File: src/rtl/if_fetch_stage_if.sv
// Instruction-memory handshake bundle: req/gnt for the address phase,
// rvalid/rdata for the response phase.
interface if_fetch_stage_if;
    logic        req;
    logic [31:0] addr;
    logic        gnt;
    logic        rvalid;
    logic [31:0] rdata;

    modport master (
        output req,
        output addr,
        input  gnt,
        input  rvalid,
        input  rdata
    );

    modport slave (
        input  req,
        input  addr,
        output gnt,
        output rvalid,
        output rdata
    );
endinterface

File: src/rtl/if_fetch_stage.sv
// Instruction-fetch stage: owns the PC, fetches over the imem handshake, buffers
// the word until IF/ID takes it, and applies ID redirects, dropping stale fetches.
module if_fetch_stage #(
    parameter logic [31:0] RESET_PC  = 32'h0000_0000,
    parameter logic [31:0] NOP_INSTR = 32'h0000_0000
) (
    input  logic                    clk,
    input  logic                    rst,
    input  logic                    stall_i,
    input  logic                    redirect_i,
    input  logic [31:0]             redirect_pc_i,
    if_fetch_stage_if.master        imem_io,
    output logic [31:0]             pc_plus4_o,
    output logic [31:0]             instr_o,
    output logic                    valid_o,
    output logic                    fetch_busy_o
);

    typedef enum logic [1:0] {
        StReq,
        StWait,
        StHold
    } state_e;

    state_e      state_q, state_d;
    logic [31:0] pc_q, pc_d;
    logic [31:0] instr_buf_q, instr_buf_d;
    logic        discard_q, discard_d;

    logic [31:0] target;
    logic        unused_redirect_lsbs;

    // Targets are word aligned; the low bits of the redirect address are ignored.
    assign target               = {redirect_pc_i[31:2], 2'b00};
    assign unused_redirect_lsbs = ^redirect_pc_i[1:0];

    always_ff @(posedge clk) begin
        if (rst) begin
            state_q     <= StReq;
            pc_q        <= RESET_PC;
            instr_buf_q <= NOP_INSTR;
            discard_q   <= 1'b0;
        end else begin
            state_q     <= state_d;
            pc_q        <= pc_d;
            instr_buf_q <= instr_buf_d;
            discard_q   <= discard_d;
        end
    end

    always_comb begin
        state_d     = state_q;
        pc_d        = pc_q;
        instr_buf_d = instr_buf_q;
        discard_d   = discard_q;
        imem_io.req = 1'b0;
        valid_o     = 1'b0;
        instr_o     = NOP_INSTR;

        unique case (state_q)
            StReq: begin
                // A redirect withdraws the request so the old PC is never granted.
                imem_io.req = ~redirect_i;
                if (redirect_i) begin
                    pc_d = target;
                end else if (imem_io.gnt) begin
                    state_d = StWait;
                end
            end
            StWait: begin
                if (imem_io.rvalid) begin
                    if (discard_q || redirect_i) begin
                        discard_d = 1'b0;
                        if (redirect_i) begin
                            pc_d = target;
                        end
                        state_d = StReq;
                    end else begin
                        instr_buf_d = imem_io.rdata;
                        state_d     = StHold;
                    end
                end else if (redirect_i) begin
                    // Fetch still in flight: remember to drop its data when it lands.
                    pc_d      = target;
                    discard_d = 1'b1;
                end
            end
            StHold: begin
                valid_o = ~redirect_i;
                instr_o = instr_buf_q;
                if (redirect_i) begin
                    pc_d    = target;
                    state_d = StReq;
                end else if (!stall_i) begin
                    pc_d    = pc_q + 32'd4;
                    state_d = StReq;
                end
            end
            default: begin
                state_d = StReq;
            end
        endcase
    end

    assign imem_io.addr = pc_q;
    assign pc_plus4_o   = pc_q + 32'd4;
    assign fetch_busy_o = ~valid_o;

endmodule

File: src/flat_wrapper.sv
// flat-port wrapper written by rule: the top's interface ports become plain ports
module if_fetch_stage_flat 
#(
    parameter logic [31:0] RESET_PC  = 32'h0000_0000,
    parameter logic [31:0] NOP_INSTR = 32'h0000_0000
)
  (clk, rst, stall_i, redirect_i, redirect_pc_i, pc_plus4_o, instr_o, valid_o, fetch_busy_o, imem_io_req, imem_io_addr, imem_io_gnt, imem_io_rvalid, imem_io_rdata);
  if_fetch_stage_if imem_io_i ();
  input  logic clk;
  input  logic rst;
  input  logic stall_i;
  input  logic redirect_i;
  input  logic [31:0] redirect_pc_i;
  output logic [31:0] pc_plus4_o;
  output logic [31:0] instr_o;
  output logic valid_o;
  output logic fetch_busy_o;
  output wire logic [$bits(imem_io_i.req)-1:0] imem_io_req;
  output wire logic [$bits(imem_io_i.addr)-1:0] imem_io_addr;
  input wire logic [$bits(imem_io_i.gnt)-1:0] imem_io_gnt;
  input wire logic [$bits(imem_io_i.rvalid)-1:0] imem_io_rvalid;
  input wire logic [$bits(imem_io_i.rdata)-1:0] imem_io_rdata;
  assign imem_io_req = imem_io_i.req;
  assign imem_io_addr = imem_io_i.addr;
  assign imem_io_i.gnt = imem_io_gnt;
  assign imem_io_i.rvalid = imem_io_rvalid;
  assign imem_io_i.rdata = imem_io_rdata;
  if_fetch_stage #(.RESET_PC(RESET_PC), .NOP_INSTR(NOP_INSTR)) u_core (.clk(clk), .rst(rst), .stall_i(stall_i), .redirect_i(redirect_i), .redirect_pc_i(redirect_pc_i), .imem_io(imem_io_i), .pc_plus4_o(pc_plus4_o), .instr_o(instr_o), .valid_o(valid_o), .fetch_busy_o(fetch_busy_o));
endmodule
File: config.mk
export PLATFORM = sky130hd
export DESIGN_NAME = if_fetch_stage_flat
export DESIGN_NICKNAME = d
export VERILOG_FILES = /design/src/rtl/if_fetch_stage_if.sv /design/src/rtl/if_fetch_stage.sv /design/src/flat_wrapper.sv
export SDC_FILE = /design/constraint.sdc
export NUM_CORES = 1
export LEC_CHECK = 0
export CAP_MARGIN = 20
export CELL_PAD_IN_SITES_DETAIL_PLACEMENT = 2
export CELL_PAD_IN_SITES_GLOBAL_PLACEMENT = 2
export CORE_ASPECT_RATIO = 0.5
export CORE_MARGIN = 5
export CORE_UTILIZATION = 22
export CTS_CLUSTER_SIZE = 16
export DETAILED_ROUTE_END_ITERATION = 8
export PLACE_DENSITY_LB_ADDON = 0.1
export SLEW_MARGIN = 40
export SYNTH_ARGS = -nofsm -noshare
export SYNTH_HDL_FRONTEND = slang
export SYNTH_SLANG_ARGS = --single-unit
File: constraint.sdc
create_clock -name clk -period 2.35 [get_ports clk]
set_input_delay 0.235 -clock clk [delete_from_list [all_inputs] [get_ports clk]]
set_output_delay 0.235 -clock clk [all_outputs]
set_load 0.005 [all_outputs]
==> impl_metrics.xml <==
<?xml version="1.0" encoding="UTF-8"?>
<metrics>
  <group name="floorplan">
    <metric name="floorplan.core_area" unit="um^2">17190</metric>
    <metric name="num_io_pins" unit="">169</metric>
    <metric name="placementRows" unit="">34</metric>
    <metric name="start_util" unit="%">22.20</metric>
    <metric name="die_h" unit="um">103.1</metric>
    <metric name="die_width" unit="um">196.2</metric>
    <metric name="die-area" unit="um^2">20230</metric>
  </group>
  <group name="routing">
    <metric name="detail_route.wirelength" unit="mm">17.20</metric>
    <metric name="route.detailed.drc" unit="">0</metric>
    <metric name="drt_first_pass_iters" unit="">4</metric>
    <metric name="drt-initial-drc-count" unit="">96</metric>
    <metric name="drt_via_density" unit="">4.661</metric>
    <metric name="final_antenna_net_count" unit="">0</metric>
    <metric name="wirelength_per_cell" unit="um">17.96</metric>
    <metric name="num_vias" unit="">4465</metric>
  </group>
  <group name="pwr">
    <metric name="powerDensity" unit="nW/um^2">467.6</metric>
    <metric name="cellLeakagePower" unit="nW">2.740</metric>
    <metric name="worst_vdd_rail_ir_drop" unit="V">0.0002994</metric>
  </group>
  <group name="hold_path">
    <metric name="hold_path_startpoint" unit="">imem_io_rdata[23]</metric>
    <metric name="hold-path-cell-count" unit="">3</metric>
    <metric name="whs_endpoint" unit="">u_core.instr_buf_q[23]</metric>
    <metric name="hp-class" unit="">in -&gt; reg</metric>
  </group>
  <group name="timing">
    <metric name="post-route-period-util" unit="%">98.71</metric>
    <metric name="timing.final.crit_period" unit="ns">2.320</metric>
    <metric name="relSlewSlack" unit="%">51.48</metric>
    <metric name="worst_clock_skew" unit="ns">0.006168</metric>
    <metric name="report.final.slew_viol_count" unit="">0</metric>
    <metric name="finalHoldViolations" unit="">0</metric>
    <metric name="finalSetupViolations" unit="">0</metric>
    <metric name="finalWorstSetupSlack" unit="ns">0.03021</metric>
    <metric name="max_freq" unit="GHz">0.4311</metric>
    <metric name="rsz0062_at_grt" unit="">true</metric>
    <metric name="tightestPinTransition" unit="ns">0.7278</metric>
  </group>
  <group name="cells_and_area">
    <metric name="nFillCells" unit="">1982</metric>
    <metric name="instances_no_fill" unit="">958</metric>
    <metric name="post_route_cells_drive_above_1_share" unit="%">19.20</metric>
    <metric name="design.final.nets" unit="">790</metric>
    <metric name="antenna_cells" unit="">0</metric>
    <metric name="area_growth_syn_to_layout" unit="%">73.40</metric>
    <metric name="multi_input_area" unit="um^2">2442</metric>
    <metric name="final_core_util" unit="%">38.49</metric>
    <metric name="area.sequential" unit="um^2">1306</metric>
  </group>
  <group name="synthesis">
    <metric name="share_of_flip_flops_with_an_asynchronous_set_or_reset" unit="%">0</metric>
    <metric name="gate_count_post_synth" unit="">508</metric>
    <metric name="synth.cell_area" unit="um^2">3815</metric>
    <metric name="synth.yosys.seq_area_share" unit="%">34.11</metric>
    <metric name="post_syn_area_per_cell" unit="um^2">7.510</metric>
    <metric name="synth_enable_flop_cells" unit="">0</metric>
    <metric name="synth_flop_cell" unit="">dfxtp_1</metric>
    <metric name="ys.warnings.count" unit="">0</metric>
    <metric name="ys_types" unit="">61</metric>
    <metric name="synth_seq_cells" unit="">65</metric>
  </group>
  <group name="cts">
    <metric name="cts.htree.levels" unit="">3</metric>
    <metric name="cts_buffers" unit="">9</metric>
    <metric name="hold_buffers" unit="">0</metric>
    <metric name="numClockSinks" unit="">65</metric>
    <metric name="cts_tree" unit="">yes</metric>
    <metric name="cts_root_buffer" unit="">clkbuf_16</metric>
    <metric name="clock_latency" unit="ns">0.33</metric>
    <metric name="path_clk_slew" unit="ns">0.06</metric>
    <metric name="cts_max_path_buffers" unit="">2</metric>
  </group>
  <group name="global_route">
    <metric name="grt_antenna_before_repair" unit="">0</metric>
    <metric name="grt_start_max_net_pins" unit="">57</metric>
    <metric name="grt_usage" unit="%">16.94</metric>
    <metric name="global_route.overflow_total" unit="">0</metric>
    <metric name="grt_first_pass_wirelength" unit="mm">27.20</metric>
    <metric name="via_count_of_the_first_global_routing_pass" unit="">4911</metric>
  </group>
  <group name="placement">
    <metric name="port-buffer-count" unit="">162</metric>
    <metric name="detailed_place_hpwl" unit="mm">12.64</metric>
    <metric name="placed_instances" unit="">929</metric>
    <metric name="gp_routability_congestion" unit="">0.7499</metric>
    <metric name="pre_cts_ws" unit="ns">-0.04337</metric>
  </group>
  <group name="outcome">
    <metric name="status" unit="">complete, no violations</metric>
  </group>
  <group name="setup_path">
    <metric name="worst-setup-path-type" unit="">reg -&gt; out</metric>
    <metric name="critPathMaxStageDelay" unit="ns">0.47</metric>
    <metric name="worst-r2r-cell-count" unit="">8</metric>
    <metric name="regToRegSetupSlack" unit="ns">0.37</metric>
    <metric name="worst-endpoint-required" unit="ns">2.12</metric>
    <metric name="family_with_the_most_delay_on_the_worst_path" unit="">simple AND/OR/NAND/NOR gates</metric>
    <metric name="crit_path_arrival_time" unit="ns">2.08</metric>
    <metric name="path_max_fanout" unit="">3</metric>
    <metric name="cpMaxStageDelayCell" unit="">or4_4</metric>
    <metric name="r2r_end" unit="">u_core.imem_io.addr[25]</metric>
    <metric name="r2r_start" unit="">u_core.imem_io.addr[5]</metric>
    <metric name="kind_of_start_point_of_the_critical_path" unit="">flip-flop</metric>
    <metric name="cp_num_buf_inv" unit="">1</metric>
    <metric name="critPathCaptureType" unit="">primary output</metric>
    <metric name="cp_cell_sequence" unit="">ha_2 -&gt; and3_4 -&gt; nand4_4 -&gt; or4_4 -&gt; xnor2_1 -&gt; dlygate4sd2_1</metric>
  </group>
  <group name="job">
    <metric name="maxCapViolCount" unit="">0</metric>
  </group>
</metrics>
[cells in the final DEF, fill, tap and decap left out, drive strengths merged, types with 5 or more instances in the layout]
cell	count
nand3	16
and2	36
o31ai	6
buf	82
nor2b	5
a22oi	6
mux2i	5
clkdlybuf4s50	138
clkbuf	10
dlygate4sd2	18
xor2	14
nand2	106
o22ai	7
inv	5
dfxtp	65
nor3	7
a21oi	49
xnor2	14
and3	17
nor2	28
nand4	11
o21ai	9
and4	6
[layout make-up]
cell class,instances,area share [%]
clock inverters,6,0.9835
multi-input cells,396,36.92
clock buffers,10,3.613
well taps,234,4.426
repair buffers,243,34.08
flip-flops and latches,65,19.75
inverters,4,0.2270
[sequential cells by signal, summed over array words and instances, names as in the netlist]
name                 count
u_core.instr_buf_q      32
u_core.state_q           2
u_core.discard_q         1
u_core.imem_io.addr     30
[cell families after synthesis]
kind of cell	Yosys count	synth area share [%]
DFF	65	34.11
buffers and inverters	50	5.936
other	1	0.09830
muxes	5	1.312
and+or+nand+nor	247	33.09
xor gates and xnor gates	28	6.428
AOI/OAI and AO/OA	111	18.70
adders and majority gates	1	0.3279
[routing by layer]
| metal | vias up | global-route usage (%) | wire length [um] |
|---|---|---|---|
| met3 | 5 | 3.559 | 529 |
| met5 | - | 0 | 0 |
| li1 | 2182 | - | - |
| met1 | 2198 | 22.67 | 8356 |
| met4 | 0 | 2.359 | 72 |
| met2 | 80 | 29.19 | 8244 |
[timing repair]
action / CTS / global route
pin swaps: 16 / 4
hold endpoints to repair: 0 / 0
setup endpoints to repair: 25 / 34
gates resized for setup: 56 / 10
buffers inserted: 9 / 4
[worst max-delay path by stage]
stage	from	to	slack [ns]	depth (start not counted)
global placement	u_core.imem_io.addr[2]	pc_plus4_o[26]	0.009	7
global route	u_core.imem_io.addr[2]	pc_plus4_o[30]	-0.04	6
detailed placement	u_core.imem_io.addr[2]	pc_plus4_o[26]	-0.04	7
finish	u_core.imem_io.addr[2]	pc_plus4_o[30]	0.03	6
CTS	u_core.imem_io.addr[2]	pc_plus4_o[30]	0.01	6
floorplan	u_core.imem_io.addr[2]	pc_plus4_o[30]	0.32	6
[power by group]
part	total, mW	internal [mW]	switching, mW
registers	1.17	1.15	0.0278
clock network	1.38	0.852	0.529
logic	0.539	0.304	0.235
total	3.09	2.30	0.792
[Yosys cell counts (3+ instances only)]
| master | count | area share, % |
|---|---|---|
| a211oi_1 | 3 | 0.59 |
| a21o_1 | 3 | 0.59 |
| a21oi_1 | 49 | 6.4 |
| a22oi_1 | 6 | 1.2 |
| a31oi_1 | 3 | 0.49 |
| a32o_1 | 3 | 0.79 |
| and2_1 | 35 | 5.7 |
| and3_1 | 17 | 2.8 |
| and4_1 | 4 | 0.92 |
| buf_2 | 7 | 0.92 |
| buf_4 | 6 | 1.2 |
| clkbuf_1 | 30 | 3.0 |
| dfxtp_1 | 65 | 34 |
| inv_1 | 4 | 0.39 |
| mux2i_1 | 5 | 1.3 |
| nand2_1 | 105 | 10 |
| nand3_1 | 15 | 2.0 |
| nand4_1 | 10 | 1.6 |
| nor2_1 | 28 | 2.8 |
| nor2b_1 | 5 | 0.82 |
| nor3_1 | 7 | 0.92 |
| nor4_2 | 3 | 0.98 |
| o21ai_0 | 8 | 1.0 |
| o221ai_1 | 3 | 0.69 |
| o22ai_1 | 6 | 0.98 |
| o31ai_1 | 6 | 1.2 |
| or3_1 | 3 | 0.49 |
| xnor2_1 | 14 | 3.2 |
| xor2_1 | 14 | 3.2 |
[tightest hold or removal path, cell delays in order]
cell             delay [ns]
clkdlybuf4s50_1        0.39
nand2_1                0.06
a21oi_1                0.05
[per-stage QoR]
stage	hold slack [ns]	area, um^2	setup TNS, ns	power [mW]
after floorplan	0.3316	3826	0	1.393
after global placement	0.4376	6071	0	1.741
after detailed placement	0.4466	6071	-0.1259	1.748
after CTS	0.4394	6561	0	3.146
after global routing	0.4613	6615	-0.09153	3.245
final	0.4487	6615	0	3.093
(Power assumes the default switching activity.)
